===== config.mk =====
export PLATFORM = sky130hd
export DESIGN_NAME = bus_arbiter_flat
export DESIGN_NICKNAME = d
export VERILOG_FILES = /design/src/rtl/bus_arbiter_if.sv /design/src/rtl/bus_arbiter.sv /design/src/flat_wrapper.sv
export SDC_FILE = /design/constraint.sdc
export NUM_CORES = 1
export LEC_CHECK = 0
export ABC_AREA = 0
export CAP_MARGIN = 10
export CELL_PAD_IN_SITES_DETAIL_PLACEMENT = 0
export CELL_PAD_IN_SITES_GLOBAL_PLACEMENT = 1
export CORE_UTILIZATION = 36
export CTS_CLUSTER_DIAMETER = 100
export DETAILED_ROUTE_END_ITERATION = 12
export HOLD_SLACK_MARGIN = 0.08
export PLACE_DENSITY_LB_ADDON = 0.1
export SETUP_SLACK_MARGIN = 0.1
export SYNTH_ARGS = -nofsm -noshare
export SYNTH_HDL_FRONTEND = slang
export SYNTH_SLANG_ARGS = --single-unit
export TNS_END_PERCENT = 20

===== constraint.sdc =====
create_clock -name clk -period 2.7 [get_ports clk]
set_input_delay 0.27 -clock clk [delete_from_list [all_inputs] [get_ports clk]]
set_output_delay 0.27 -clock clk [all_outputs]
set_load 0.01 [all_outputs]

===== src/rtl/bus_arbiter_if.sv =====
`default_nettype none
// ============================================================================
// Module   : bus_arbiter_if
// Brief    : Request/strobe/grant bundle between bus masters and the arbiter.
// Revision : 1.0 - initial release
// ============================================================================
interface bus_arbiter_if #(
    parameter int MASTER_CH = 4
);
    logic [MASTER_CH-1:0] m_req_;
    logic [MASTER_CH-1:0] m_as_;
    logic [MASTER_CH-1:0] m_grnt_;
    logic [1:0]           owner;
    logic                 preempt;

    modport master (
        output m_req_,
        output m_as_,
        input  m_grnt_,
        input  owner,
        input  preempt
    );

    modport slave (
        input  m_req_,
        input  m_as_,
        output m_grnt_,
        output owner,
        output preempt
    );
endinterface
`default_nettype wire


===== src/rtl/bus_arbiter.sv =====
`default_nettype none
// ============================================================================
// Module   : bus_arbiter
// Brief    : Round-robin arbiter for 4 active-low masters with tenure limit.
// Revision : 1.0 - initial release
// ============================================================================
module bus_arbiter #(
    parameter int MASTER_CH = 4,
    parameter int MAX_HOLD  = 16,
    parameter int HOLD_W    = 5
) (
    input  wire logic        clk,
    input  wire logic        reset,
    bus_arbiter_if.slave     bus
);

    localparam logic [HOLD_W-1:0] c_MAX_HOLD = HOLD_W'(MAX_HOLD);

    logic [1:0]           r_owner;
    logic [MASTER_CH-1:0] r_grnt_;
    logic                 r_preempt;
    logic [HOLD_W-1:0]    r_cnt;

    logic                 w_own_req;
    logic                 w_any_req;
    logic [1:0]           w_winner;
    logic                 w_force;
    logic                 w_switch;
    logic [1:0]           w_next_owner;
    logic [HOLD_W-1:0]    w_cnt_nxt;
    logic [MASTER_CH-1:0] w_grnt_nxt;

    assign w_own_req = ~bus.m_req_[r_owner];

    // Walk owner+3 down to owner+1 so the nearest requester is written last.
    always_comb begin
        logic [1:0] w_idx;
        w_winner  = r_owner;
        w_any_req = 1'b0;
        w_idx     = r_owner;
        for (int k = MASTER_CH - 1; k >= 1; k--) begin
            w_idx = r_owner + 2'(k);
            if (bus.m_req_[w_idx] == 1'b0) begin
                w_winner  = w_idx;
                w_any_req = 1'b1;
            end
        end
    end

    assign w_force = (MAX_HOLD != 0) && (r_cnt == c_MAX_HOLD) && w_own_req
                   && w_any_req && (bus.m_as_[r_owner] == 1'b1);

    assign w_switch     = (!w_own_req && w_any_req) || w_force;
    assign w_next_owner = w_switch ? w_winner : r_owner;

    // Tenure only accrues while the owner holds against real competition.
    always_comb begin
        w_cnt_nxt = r_cnt;
        if (w_switch || !w_own_req || !w_any_req) begin
            w_cnt_nxt = '0;
        end else if (r_cnt != c_MAX_HOLD) begin
            w_cnt_nxt = r_cnt + HOLD_W'(1);
        end
    end

    always_comb begin
        w_grnt_nxt               = '1;
        w_grnt_nxt[w_next_owner] = 1'b0;
    end

    always_ff @(posedge clk) begin
        if (reset) begin
            r_owner   <= 2'd0;
            r_grnt_   <= {{(MASTER_CH-1){1'b1}}, 1'b0};
            r_preempt <= 1'b0;
            r_cnt     <= '0;
        end else begin
            r_owner   <= w_next_owner;
            r_grnt_   <= w_grnt_nxt;
            r_preempt <= w_force;
            r_cnt     <= w_cnt_nxt;
        end
    end

    assign bus.m_grnt_ = r_grnt_;
    assign bus.owner   = r_owner;
    assign bus.preempt = r_preempt;

endmodule
`default_nettype wire


===== src/flat_wrapper.sv =====
// flat-port wrapper written by rule: the top's interface ports become plain ports
module bus_arbiter_flat 
#(
    parameter int MASTER_CH = 4,
    parameter int MAX_HOLD  = 16,
    parameter int HOLD_W    = 5
)
  (clk, reset, bus_m_req_, bus_m_as_, bus_m_grnt_, bus_owner, bus_preempt);
  bus_arbiter_if #(.MASTER_CH(MASTER_CH)) bus_i ();
  input  wire logic clk;
  input  wire logic reset;
  input wire logic [$bits(bus_i.m_req_)-1:0] bus_m_req_;
  input wire logic [$bits(bus_i.m_as_)-1:0] bus_m_as_;
  output wire logic [$bits(bus_i.m_grnt_)-1:0] bus_m_grnt_;
  output wire logic [$bits(bus_i.owner)-1:0] bus_owner;
  output wire logic [$bits(bus_i.preempt)-1:0] bus_preempt;
  assign bus_i.m_req_ = bus_m_req_;
  assign bus_i.m_as_ = bus_m_as_;
  assign bus_m_grnt_ = bus_i.m_grnt_;
  assign bus_owner = bus_i.owner;
  assign bus_preempt = bus_i.preempt;
  bus_arbiter #(.MASTER_CH(MASTER_CH), .MAX_HOLD(MAX_HOLD), .HOLD_W(HOLD_W)) u_core (.clk(clk), .reset(reset), .bus(bus_i));
endmodule

### After elaboration in Yosys (flattened, before gate mapping)

Index checks and enable logic that the tools add are counted.

* logic and storage cells: 47
* input bits: 10
* bits in registers: 12
* output and inout bits: 7

* add/subtract/negate cells: 4
* equality and inequality tests: 2
* magnitude comparators: 6
* muxes and demuxes: 19
* bitwise operators: 2
* reductions and logical operators: 10

Operators with widths (number)
* < comparator 2 x 3 -> 1 bit, second input constant: 5
* binary-select mux 1 bit (select 2 bit): 5
* 2-to-1 mux 1 bit: 9
* 2-to-1 mux 2 bit: 4
* adder 5 x 1 -> 5 bit, second input constant: 1
* == test 5 bit, second input constant: 1
* logical AND 1 bit: 5
* inequality test 5 bit, second input constant: 1
* adder 2 bit, second input constant: 2
* inverter 4 bit: 1
* logical OR 1 bit: 3
* adder 2 x 1 -> 2 bit, second input constant: 1
* demux 1 bit (select 2 bit): 1
* greater-or-equal comparator 2 x 1 -> 1 bit, second input constant: 1
* OR reduction 2 bit: 1
* zero test 1 bit: 1
* inverter 1 bit: 1

### Depth between registers and ports, before layout

Gate-level depths: netlist of run 1.

* word-level depth: 15
* mapped depth: 7
* gate-level depth less buffers: 6

### Worst setup path before layout of run 1

No wires, ideal clock.

* kind: flip-flop to flip-flop
* start: register u_core.r_cnt[0]
* end: register u_core.r_grnt_[1], in the netlist u_core.bus.m_grnt_[1]
* path buffers: 1
* required time: 2575 ps
* setup slack: 765 ps
* cell stages (with the launch flop): 8
* setup time: 125 ps
* arrival time: 1810 ps
* clock period less this slack: 1935 ps
* cells stage by stage: dfxtp_1 inv_1 ha_1 nor4bb_1 buf_2 a21oi_1 a2111o_1 a2111o_1

* cells in the longest elaborated chain, start to end: 11
* elaborated cells between the ends (all ways): 12
* classes of those cells: order compare (2); eq/ne (1); mux (3); bitwise (1); reduce/logical (5)

RTL lines
* start: declaration: RTL line bus_arbiter.sv:22 `logic [HOLD_W-1:0] r_cnt;`
* start signal: assignment: RTL line bus_arbiter.sv:81 `r_cnt <= w_cnt_nxt;`
* == test 5 bit (*): RTL line bus_arbiter.sv:50 `assign w_force = (MAX_HOLD != 0) && (r_cnt == c_MAX_HOLD) && w_own_req`
* logical AND 1 bit (*): RTL line bus_arbiter.sv:50
* logical AND 1 bit (*) (2 in series): RTL line bus_arbiter.sv:51 `&& w_any_req && (bus.m_as_[r_owner] == 1'b1);`
* logical OR 1 bit (*): RTL line bus_arbiter.sv:53 `assign w_switch = (!w_own_req && w_any_req) || w_force;`
* 2-to-1 mux 2 bit (*): RTL line bus_arbiter.sv:54 `assign w_next_owner = w_switch ? w_winner : r_owner;`
* < comparator 2 x 3 -> 1 bit (not written as such) or greater-or-equal comparator 2 x 1 -> 1 bit (tied branches): RTL line bus_arbiter.sv:68 `w_grnt_nxt[w_next_owner] = 1'b0;`
* logical AND 1 bit (not written as such): RTL line bus_arbiter.sv:68
* 2-to-1 mux 1 bit (not written as such): RTL line bus_arbiter.sv:68
* demux 1 bit (select 2 bit) (*)
* inverter 4 bit (no source line) (*)
* end signal: assignment: RTL line bus_arbiter.sv:74 `r_grnt_ <= {{(MASTER_CH-1){1'b1}}, 1'b0};`
* end signal: assignment: RTL line bus_arbiter.sv:79 `r_grnt_ <= w_grnt_nxt;`
* end: declaration: RTL line bus_arbiter.sv:20 `logic [MASTER_CH-1:0] r_grnt_;`

Every way passes the cells marked *; elsewhere a longest branch is shown, timed or not.
A chain may end at the register's enable or synchronous reset.

### Final worst setup path of run 1

* start: input bus_m_req_[3]
* end: register u_core.r_grnt_[1], in the netlist u_core.bus.m_grnt_[1]

* cells in the longest elaborated chain, start to end: 14
* elaborated cells between the ends (all ways): 27
* classes of those cells: order compare (2); mux (17); bitwise (2); reduce/logical (6)

RTL lines
* start: declaration: RTL line flat_wrapper.sv:12 `input wire logic [$bits(bus_i.m_req_)-1:0] bus_m_req_;`
* binary-select mux 1 bit (select 2 bit): RTL line bus_arbiter.sv:43 `if (bus.m_req_[w_idx] == 1'b0) begin`
* 2-to-1 mux 1 bit (not written as such): RTL line bus_arbiter.sv:43
* 2-to-1 mux 1 bit (3 in series): RTL line bus_arbiter.sv:43
* logical AND 1 bit (2 in series): RTL line bus_arbiter.sv:51
* logical OR 1 bit: RTL line bus_arbiter.sv:53
* 2-to-1 mux 2 bit (*): RTL line bus_arbiter.sv:54
* < comparator 2 x 3 -> 1 bit (not written as such) or greater-or-equal comparator 2 x 1 -> 1 bit (tied branches): RTL line bus_arbiter.sv:68
* logical AND 1 bit (not written as such): RTL line bus_arbiter.sv:68
* 2-to-1 mux 1 bit (not written as such): RTL line bus_arbiter.sv:68
* demux 1 bit (select 2 bit) (*)
* inverter 4 bit (no source line) (*)

Every way passes the cells marked *; elsewhere a longest branch is shown, timed or not. The select of a mux whose other input is x is not followed.

==> out/qor.tcl, run 1 <==
set qor(antenna_left) 0
set qor(worstSetupEndpointType) {flop}
set qor(multi_input_comb_area_sq_um) 449
set qor(run_status) {complete, but fails checks}
set qor(layout.cells.most_common) {sky130_fd_sc_hd__clkdlybuf4s50_1}
set qor(worstPathRequired_ps) 2850
set qor(placement_rows) 16
set qor(fin_worst_skew_ps) 8.77
set qor(fin_crit_ps) 2180
set qor(yosys.area.top_type) {sky130_fd_sc_hd__dfxtp_1}
set qor(globalplace.congestion) 0.805
set qor(num_vias) 645
set qor(synthCells) 77
set qor(grt_setup_unrepaired) {false}
set qor(core_area_sq_um) 1940
set qor(diodes) 0
set qor(mappedNetlistArea_sq_um) 738
set qor(route.final.wire_length_mm) 1.50
set qor(setup-tns-final_ps) 0
set qor(number_of_levels_the_h_tree_was_split_into) 1
set qor(worstSetupStartpointType) {input port}
set qor(synth_top_cell_area_share_pct) 32.5
set qor(hold_path.startpoint) {u_core.r_cnt[4]}
set qor(clk_latency_ps) 260
set qor(setup_viol) 0
set qor(grt_antenna_before_repair) 0
set qor(post_cts_hold_buffer_count) 0
set qor(drt_pre_antenna_iters) 7
set qor(design.final.nets) 109
set qor(die-width_microns) 47.3
set qor(cts.repair_timing.setup_buffer_count) 0
set qor(final_hold_viol_count) 0
set qor(cp_data_arrival_time_ps) 2320
set qor(grt.total_usage_pct) 14.1
set qor(synthesis.yosys.warnings) 0
set qor(power.static_leakage_nw) 0.343
set qor(cts-root-to-sink-buffers) 2
set qor(critPathKind) {input port to flop}
set qor(initial_core_util_pct) 38.0
set qor(reg2reg_from) {u_core.bus.owner[0]}
set qor(maxSlewHeadroom_pct) 56.3
set qor(most_frequent_cells_in_the_layout) {16 x sky130_fd_sc_hd__clkdlybuf4s50_1, 12 x sky130_fd_sc_hd__dfxtp_1, 6 x sky130_fd_sc_hd__inv_1, 6 x sky130_fd_sc_hd__nor2_1, 6 x sky130_fd_sc_hd__a21oi_1}
set qor(report.final.slew_viol_count) 0
set qor(post_cts.resized_instances) 0
set qor(synth.lib_cells_used.distinct) 34
set qor(power_w) 0.000525
set qor(vias_per_cell) 5.29
set qor(num-fill-cells) 202
set qor(post_route_cells_drive_above_1_share_pct) 12.6
set qor(violations) {DRC}
set qor(top_ports) 17
set qor(detail_route.wl_per_cell_microns) 12.3
set qor(power.ir.vdd_worst_mv) 0.280
set qor(place.port_buffers) 16
set qor(power-per-cell-area_nw_per_um2) 552
set qor(dp_hpwl_mm) 1.20
set qor(first_global_vias) 508
set qor(ctsRootBufferMaster) {sky130_fd_sc_hd__clkbuf_4}
set qor(timing_worst_slew_pin_value_ps) 639
set qor(fin_crit_sh_pct) 80.6
set qor(syn-mean-instance-area_sq_um) 9.59
set qor(syn2layout_area_growth_pct) 28.8
set qor(path_clk_slew_ps) 60
set qor(drt_drc) 1
set qor(number_of_cts_inserted_buffers) 3
set qor(synth-seq-cells) 12
set qor(register_area_sq_um) 240
set qor(grt.overflow.total) 0
set qor(die_h_microns) 47.3
set qor(first_pass_grt_wire_length_mm) 2.19
set qor(die-area_sq_um) 2240
set qor(dr.first_iter.drc_count) 3
set qor(final.hold.worst_slack_ps) 517
set qor(synth.yosys.seq_area_share_pct) 32.5
set qor(max_cap_viols) 0
set qor(largest_net_degree_at_the_start_of_global_routing) 13
set qor(holdCritPathClass) {flop to flop}
set qor(cts_tree) {done}
set qor(ys_top_cells_by_area) {sky130_fd_sc_hd__dfxtp_1 33%, sky130_fd_sc_hd__mux4_1 7.1%, sky130_fd_sc_hd__a2111o_1 4.6%, sky130_fd_sc_hd__mux2_2 4.6%, sky130_fd_sc_hd__a21oi_1 4.1%}
set qor(crit_start) {bus_m_req_[3]}
set qor(cp_max_fo) 10
set qor(synth_fp_nets) 89
set qor(sinks_on_the_clock_net) 12
set qor(highest_achievable_clock_rate_mhz) 459
## area by class of cell
type | instances | area share, %
Timing Repair Buffer | 19 | 19.2
Inverter | 6 | 2.37
Tap cell | 27 | 3.55
Multi-Input combinational cell | 55 | 47.2
Sequential cell | 12 | 25.3
Clock buffer | 3 | 2.37
## metrics by stage
step | area (sq um) | std cells | setup slack (ps) | util [%]
2_1_floorplan | 738 | 77 | 765 | -
3_3_place_gp | 928 | 119 | 282 | 47.8
3_5_place_dp | 928 | 119 | 262 | 47.8
4_1_cts | 951 | 122 | 544 | 49.0
5_1_grt | 951 | 122 | 446 | 49.0
6_report | 951 | 122 | 523 | 49.0
## cells in the mapped netlist (all sizes together)
cell,number
dfxtp,12
a21oi,6
inv,6
nor2,6
buf,4
a2111o,3
mux2,3
nand3,3
o21ai,3
ha,2
mux4,2
nand2,2
nor4bb,2
o21a,2
xnor2,2
xor2,2
a2111oi,1
a221o,1
a311oi,1
a31o,1
a31oi,1
a41oi,1
and3,1
and3b,1
mux2i,1
nand3b,1
nor3,1
nor3b,1
o2111ai,1
o211ai,1
o41ai,1
or3,1
or3b,1
## sequential cells by signal, summed over array words and instances (netlist names)
signal	count
u_core.r_cnt	5
u_core.bus.m_grnt_	4
u_core.bus.owner	2
u_core.bus.preempt	1
## final timing paths
kind                            slack (ps)               endpoint  cells after the start
worst max-delay path                   520  u_core.bus.m_grnt_[1]                      5
worst min-delay path                   520        u_core.r_cnt[4]                      2
worst max register to register         560  u_core.bus.m_grnt_[1]                      5
worst min register to register         520        u_core.r_cnt[4]                      2
## worst max-delay path, cell delays in order
cell and delay, ps:
sky130_fd_sc_hd__clkdlybuf4s50_1 630, sky130_fd_sc_hd__and3b_1 220, sky130_fd_sc_hd__or3_1 310, sky130_fd_sc_hd__a2111o_1 480, sky130_fd_sc_hd__a2111o_1 410
## power by group
group	switching, W	leakage [nW]	internal, W
Clock	0.0000542	0.0138	0.0000514
Combinational	0.0000938	0.231	0.000108
Sequential	0.0000191	0.0980	0.000198
## routing by layer
| layer | track usage (%) | wire (microns) | up-vias |
|---|---|---|---|
| met2 | 22.7 | 726 | 10 |
| met4 | 1.71 | 9 | 0 |
| met5 | 0 | 0 | - |
| li1 | - | - | 333 |
| met3 | 4.62 | 61 | 2 |
| met1 | 18.9 | 700 | 300 |
## cells by family (layout without fill, tap and decap cells)
logic type / after synthesis / count (layout) / share of synthesized area [%]
compound gates: 23 / 23 / 24.1
xor+xnor: 4 / 4 / 4.75
fa+ha+maj: 2 / 2 / 3.39
buf+inv: 10 / 28 / 6.61
flops: 12 / 12 / 32.5
mux: 6 / 6 / 13.1
simple gates: 20 / 20 / 15.6
(Power assumes the default switching activity.)
==> inputs of run 2 (changes only) <==
==> constraint.sdc (replaced) <==
create_clock -name clk -period 2.2 [get_ports clk]
set_input_delay 0.22 -clock clk [delete_from_list [all_inputs] [get_ports clk]]
set_output_delay 0.22 -clock clk [all_outputs]
set_load 0.01 [all_outputs]
==> run 2 against run 1 <==
Highest routed layer is now met3. Via count up 6.4%. Clock power increased by 67%. The run now ends clean. Sequential power grew 23%. Non-clock buffer count increased by 9. Sequential share of layout area fell by 2.0 points. Register-to-register slack worse by 390 ps. Critical path type is now flop to flop. Wire length increased by 13%. Setup slack worse by 350 ps.
==> out/qor.tcl, run 2 (synthesis gave the netlist of run 1 again) <==
set qor(cp.buffers_inverters) 1 ;# unchanged
set qor(setup_viol) 0 ;# unchanged
set qor(critPathKind) {flop to flop}
set qor(timing_worst_slew_pin_value_ps) 432 ;# -207 ps
set qor(number_of_levels_the_h_tree_was_split_into) 1 ;# unchanged
set qor(first_global_vias) 607 ;# +19%
set qor(detail_route.wl_per_cell_microns) 12.8 ;# +4.0%
set qor(final_util_pct) 53.5 ;# +4.6 points
set qor(path_cells) {inv_1, ha_1, nor4bb_2, a21oi_1, a2111o_1, a2111o_1}
set qor(holdCritPathClass) {flop to flop}
set qor(largest_net_degree_at_the_start_of_global_routing) 14 ;# +1
set qor(setup-tns-final_ps) 0 ;# unchanged
set qor(min_delay_path_depth) 2 ;# unchanged
set qor(crit_top_cell) {sky130_fd_sc_hd__a2111o_1}
set qor(syn2layout_area_growth_pct) 40.8
set qor(num-fill-cells) 196 ;# -3.0%
set qor(r2r_cells) 6 ;# +1
set qor(critical-path-max-stage-delay_ps) 460 ;# -170 ps
set qor(worstSetupEndpointType) {flop}
set qor(register_area_sq_um) 241 ;# +0.52%
set qor(dp_hpwl_mm) 1.32 ;# +10%
set qor(cp_max_fo) 4 ;# -6
set qor(biggest_register) {u_core.r_cnt}
set qor(fin_crit_sh_pct) 92.3
set qor(clk_latency_ps) 270 ;# about the same
set qor(r2r-end) {u_core.bus.m_grnt_[1]}
set qor(dr.first_iter.drc_count) 16 ;# +13
set qor(highest_achievable_clock_rate_mhz) 492
set qor(sinks_on_the_clock_net) 12 ;# unchanged
set qor(worstSetupStartpointType) {flop}
set qor(route.final.wire_length_mm) 1.69 ;# +13%
set qor(die-width_microns) 47.3 ;# unchanged
set qor(fin_worst_skew_ps) 2.24 ;# -6.53 ps
set qor(path_clk_slew_ps) 80 ;# +20 ps
set qor(largest_register_ffs) 5 ;# unchanged
set qor(drt_drc) 0 ;# -1
set qor(cp_data_arrival_time_ps) 2190 ;# -130 ps
set qor(die-area_sq_um) 2240 ;# unchanged
set qor(final_hold_viol_count) 0 ;# unchanged
set qor(cts_tree) {done}
set qor(drt_pre_antenna_iters) 4 ;# -3
set qor(die_h_microns) 47.3 ;# unchanged
set qor(run_status) {completed}
set qor(first_pass_grt_wire_length_mm) 2.59 ;# +19%
set qor(crit_start) {u_core.r_cnt[0]}
set qor(grt_setup_unrepaired) {false}
set qor(maxSlewHeadroom_pct) 70.5 ;# +14 points
set qor(num_vias) 686 ;# +6.4%
set qor(layout.cells.most_common) {sky130_fd_sc_hd__clkdlybuf4s50_1}
set qor(grt.overflow.total) 0 ;# unchanged
set qor(fin_crit_ps) 2030
set qor(top_ports) 17 ;# unchanged
set qor(cts-root-to-sink-buffers) 2 ;# unchanged
set qor(most_frequent_cells_in_the_layout) {16 x sky130_fd_sc_hd__clkdlybuf4s50_1, 12 x sky130_fd_sc_hd__buf_4, 11 x sky130_fd_sc_hd__dfxtp_1}
set qor(antenna_left) 0 ;# unchanged
set qor(post_route_cells_drive_above_1_share_pct) 22.9 ;# +10 points
set qor(place.port_buffers) 16 ;# unchanged
set qor(power.static_leakage_nw) 0.395 ;# +15%
set qor(vias_per_cell) 5.20 ;# -1.7%
set qor(reg2reg_from) {u_core.r_cnt[0]}
set qor(timing.critical_path.depth) 6 ;# +1
set qor(globalplace.congestion) 0.851 ;# +5.7%
set qor(post_cts_hold_buffer_count) 0 ;# unchanged
set qor(grt.total_usage_pct) 16.8 ;# +2.7 points
set qor(ctsRootBufferMaster) {sky130_fd_sc_hd__clkbuf_4}
set qor(multi_input_comb_area_sq_um) 455 ;# +1.4%
set qor(worstPathRequired_ps) 2360 ;# -490 ps
set qor(number_of_cts_inserted_buffers) 3 ;# unchanged
set qor(crit_family) {compound AO/OA/AOI/OAI gates}
set qor(diodes) 0 ;# unchanged
set qor(setup.reg_to_reg.worst_slack_ps) 170 ;# -390 ps
set qor(critical_path.slowest_cell) {sky130_fd_sc_hd__a2111o_1}
set qor(report.final.slew_viol_count) 0 ;# unchanged
set qor(initial_core_util_pct) 38.0 ;# unchanged
set qor(cts.repair_timing.setup_buffer_count) 0 ;# unchanged
set qor(placement_rows) 16 ;# unchanged
set qor(power.ir.vdd_worst_mv) 0.411 ;# +47%
set qor(max_cap_viols) 0 ;# unchanged
set qor(worstSetupEndpoint) {u_core.bus.m_grnt_[1]}
set qor(grt_antenna_before_repair) 0 ;# unchanged
set qor(core_area_sq_um) 1940 ;# unchanged
set qor(power-per-cell-area_nw_per_um2) 700 ;# +27%
set qor(design.final.nets) 118 ;# +8.3%
-- run 2: changes by cell type in the layout (fill, tap and decap cells not counted), sizes merged --
cell	before	now
buf	3	12
clkbuf	3	4
-- run 2: metrics by stage --
step | std cells | total power (W) | cell area [sq um] | hold WS, ps | worst slack (ps)
after floorplan | 77 | 0.000424 | 738 | 289 | 265
after global placement | 128 | 0.000552 | 996 | 501 | -6.57
after detailed placement | 128 | 0.000555 | 996 | 515 | -55.8
after CTS | 132 | 0.000735 | 1030 | 543 | 139
after global routing | 132 | 0.000774 | 1040 | 553 | 56.5
final | 132 | 0.000728 | 1040 | 542 | 169
-- run 2: power breakdown --
part	leakage, nW	internal [W]	switching (W)
registers	0.0984	0.000244	0.0000233
logic	0.276	0.000161	0.000123
clock network	0.0210	0.000101	0.0000765
total	0.395	0.000505	0.000223
-- run 2: cell type report --
type	count	share of cell area, %
clock buffer	4	3.49
inverter	6	2.17
multi-input combinational	55	43.8
sequential	12	23.2
tap	27	3.25
timing repair buffer	28	24.1
-- run 2: routing by layer --
metal	vias to the layer above	global-route usage [%]	part of all wire (%)
met4	0	1.71	0
li1	355	-	-
met2	10	27.1	47
met1	321	21.5	48
met5	-	0	0
met3	0	7.31	4.6
-- run 2: how the worst min path moves through the flow --
stage,start,endpoint
floorplan,reset,u_core.bus.owner[0]
global placement,u_core.r_cnt[4],u_core.r_cnt[4]
detailed placement,u_core.r_cnt[4],u_core.r_cnt[4]
CTS,u_core.r_cnt[4],u_core.r_cnt[4]
global route,u_core.r_cnt[4],u_core.r_cnt[4]
finish,u_core.r_cnt[4],u_core.r_cnt[4]
-- run 2: worst min-delay path: cells and delay by family (launching register included) --
family / cells / cell delay (ps)
flops: 1 / 360
xor+xnor: 1 / 80
simple gates: 1 / 80
-- run 2: repair_timing --
action                     in CTS  in global routing
gates resized for setup         1                  1
hold endpoints to repair        0                  0
setup endpoints to repair       2                  4
==> inputs of run 3 (changes only) <==
--- a/config.mk
+++ b/config.mk
@@ -12,6 +12,7 @@
 export CORE_UTILIZATION = 36
 export CTS_CLUSTER_DIAMETER = 100
 export DETAILED_ROUTE_END_ITERATION = 12
+export GPL_TIMING_DRIVEN = 0
 export HOLD_SLACK_MARGIN = 0.08
 export PLACE_DENSITY_LB_ADDON = 0.1
 export SETUP_SLACK_MARGIN = 0.1
==> run 3 against run 2 <==
The run now ends with DRC left. Global-route usage decreased by 1.8 points. Highest routed layer is now met4. Via count decreased by 5.4%. Register-to-register slack about the same. Hold slack got worse by 230 ps.
==> out/qor.tcl, run 3 (synthesis gave the netlist of run 1 again) <==
set qor(run_status) {complete, but fails checks}
set qor(violations) {DRC}
set qor(crit_top_cell) {sky130_fd_sc_hd__a2111o_1}
set qor(hold_path.startpoint) {bus_m_req_[3]}
set qor(stdcell_count) 126 ;# -4.5%
set qor(register_area_sq_um) 241 ;# unchanged
set qor(fin_crit_sh_pct) 92.9 ;# +0.54 points
set qor(place_ws_ps) -126 ;# -70.1 ps
set qor(num_vias) 649 ;# -5.4%
set qor(path_cells) {clkdlybuf4s50_1, nor3b_1, or3_1, a2111o_1, a2111o_1}
set qor(report.final.slew_viol_count) 0 ;# unchanged
set qor(detail_route.wl_per_cell_microns) 12.3 ;# -3.3%
set qor(dp_hpwl_mm) 1.16 ;# -12%
set qor(die-area_sq_um) 2240 ;# unchanged
set qor(number_of_levels_the_h_tree_was_split_into) 1 ;# unchanged
set qor(grt.overflow.total) 0 ;# unchanged
set qor(setup.reg_to_reg.worst_slack_ps) 180 ;# about the same
set qor(first_global_vias) 515 ;# -15%
set qor(drt_pre_antenna_iters) 8 ;# +4
set qor(maxSlewHeadroom_pct) 68.5 ;# -2.0 points
set qor(grt.total_usage_pct) 15.0 ;# -1.8 points
set qor(timing_worst_slew_pin_value_ps) 468 ;# +35.9 ps
set qor(largest_net_degree_at_the_start_of_global_routing) 11 ;# -3
set qor(worstSetupEndpointType) {flop}
set qor(top_ports) 17 ;# unchanged
set qor(vias_per_cell) 5.15 ;# -0.89%
set qor(biggest_register) {u_core.r_cnt}
set qor(layout.cells.most_common) {sky130_fd_sc_hd__clkdlybuf4s50_1}
set qor(syn2layout_area_growth_pct) 33.9
set qor(antenna_left) 0 ;# unchanged
set qor(hold_end) {u_core.bus.preempt}
set qor(cp_data_arrival_time_ps) 2200 ;# about the same
set qor(core_area_sq_um) 1940 ;# unchanged
set qor(clk_latency_ps) 270 ;# about the same
set qor(dr.first_iter.drc_count) 8 ;# -8
set qor(multi_input_comb_area_sq_um) 450 ;# -1.1%
set qor(cp.buffers_inverters) 1 ;# unchanged
set qor(critical-path-max-stage-delay_ps) 520 ;# +60 ps
set qor(largest_register_ffs) 5 ;# unchanged
set qor(ctsRootBufferMaster) {sky130_fd_sc_hd__clkbuf_4}
set qor(initial_core_util_pct) 38.0 ;# unchanged
set qor(most_frequent_cells_in_the_layout) {15 x sky130_fd_sc_hd__clkdlybuf4s50_1, 11 x sky130_fd_sc_hd__dfxtp_1, 6 x sky130_fd_sc_hd__inv_1, 6 x sky130_fd_sc_hd__nor2_1, 6 x sky130_fd_sc_hd__a21oi_1}
set qor(final_util_pct) 50.9 ;# -2.6 points
set qor(placement_rows) 16 ;# unchanged
set qor(place_inst) 119 ;# -7.0%
set qor(r2r_cells) 7 ;# +1
set qor(place.port_buffers) 15 ;# -1
set qor(holdCritPathClass) {input port to flop}
set qor(final.setup.worst_slack_ps) 157 ;# -12.0 ps
set qor(route.final.wire_length_mm) 1.56 ;# -7.7%
set qor(fin_worst_skew_ps) 4.58 ;# +2.34 ps
set qor(min_delay_path_depth) 4 ;# +2
set qor(cp_max_fo) 7 ;# +3
set qor(num-fill-cells) 198 ;# +1.0%
set qor(drt_drc) 1 ;# +1
set qor(fin_crit_ps) 2040 ;# +12.0 ps
set qor(cts_tree) {done}
set qor(grt_antenna_before_repair) 0 ;# unchanged
set qor(final_hold_viol_count) 0 ;# unchanged
set qor(cts-root-to-sink-buffers) 2 ;# unchanged
set qor(setup-tns-final_ps) 0 ;# unchanged
set qor(die-width_microns) 47.3 ;# unchanged
set qor(number_of_cts_inserted_buffers) 3 ;# unchanged
set qor(power.static_leakage_nw) 0.369 ;# -6.6%
set qor(worstPathRequired_ps) 2360 ;# about the same
set qor(setup_viol) 0 ;# unchanged
set qor(worstSetupStartpointType) {input port}
set qor(critical_path.slowest_cell) {sky130_fd_sc_hd__clkdlybuf4s50_1}
set qor(sinks_on_the_clock_net) 12 ;# unchanged
set qor(path_clk_slew_ps) 80 ;# about the same
set qor(globalplace.congestion) 0.744 ;# -13%
set qor(first_pass_grt_wire_length_mm) 2.32 ;# -11%
set qor(die_h_microns) 47.3 ;# unchanged
set qor(highest_achievable_clock_rate_mhz) 489 ;# -0.58%
set qor(grt_setup_unrepaired) {true}
set qor(design.final.nets) 112 ;# -5.1%
set qor(r2r-end) {u_core.bus.m_grnt_[1]}
set qor(critPathKind) {input port to flop}
set qor(reg2reg_from) {u_core.r_cnt[0]}
set qor(post_route_cells_drive_above_1_share_pct) 18.2 ;# -4.7 points
set qor(power.ir.vdd_worst_mv) 0.515 ;# +25%
set qor(crit_family) {compound AO/OA/AOI/OAI gates}
set qor(power-per-cell-area_nw_per_um2) 694 ;# -0.87%
set qor(diodes) 0 ;# unchanged
set qor(max_cap_viols) 0 ;# unchanged
## run 3: layout make-up
class | count | share of cell area, %
Multi-Input combinational cell | 55 | 45.6
Sequential cell | 12 | 24.4
Clock buffer | 4 | 3.67
Tap cell | 27 | 3.42
Timing Repair Buffer | 18 | 17.5
Inverter | 6 | 2.28
Buffer | 4 | 3.16
## run 3: what timing repair did
action	4_1_cts	5_1_grt
pin swaps	0	1
buffers inserted	0	3
resized for setup	1	3
hold buffers	0	0
endpoints found under the setup margin	1	4
## run 3: worst reg2reg max path, cell delays in order (launching register included)
cell	delay (ps)
sky130_fd_sc_hd__dfxtp_1	330
sky130_fd_sc_hd__inv_1	100
sky130_fd_sc_hd__ha_1	150
sky130_fd_sc_hd__nor4bb_1	200
sky130_fd_sc_hd__buf_4	180
sky130_fd_sc_hd__a21oi_1	90
sky130_fd_sc_hd__a2111o_1	420
sky130_fd_sc_hd__a2111o_1	430
## run 3: how the worst max path moves through the flow
stage	startpoint	endpoint	slack, ps	cells past startpoint
3_3_place_gp	bus_m_req_[1]	u_core.bus.m_grnt_[1]	-140	5
2_1_floorplan	u_core.r_cnt[0]	u_core.bus.m_grnt_[1]	270	7
5_1_grt	u_core.r_cnt[0]	u_core.bus.m_grnt_[1]	70	7
3_5_place_dp	bus_m_req_[1]	u_core.bus.m_grnt_[1]	-130	5
4_1_cts	u_core.r_cnt[0]	u_core.bus.m_grnt_[1]	100	7
6_report	bus_m_req_[1]	u_core.bus.m_grnt_[1]	160	5
## run 3: metrics by stage
stage | total power, W | hold slack, ps | instance area [sq um]
global route | 0.000737 | 355 | 988
floorplan | 0.000424 | 289 | 738
detailed placement | 0.000517 | 502 | 922
global placement | 0.000516 | 492 | 922
CTS | 0.000691 | 311 | 961
finish | 0.000686 | 312 | 988
## run 3: power by group
part           switching [W]  internal (W)  leakage (nW)
registers          0.0000192      0.000244        0.0984
clock network      0.0000718      0.000100        0.0210
logic               0.000118      0.000132         0.249
## run 3: metal layers
| metal | GRT usage (%) | up-vias | routed length [microns] |
|---|---|---|---|
| met5 | 0 | - | 0 |
| met4 | 3.43 | 0 | 9 |
| met3 | 5.77 | 2 | 83 |
| met2 | 22.2 | 13 | 732 |
| met1 | 20.6 | 294 | 730 |
| li1 | - | 340 | - |
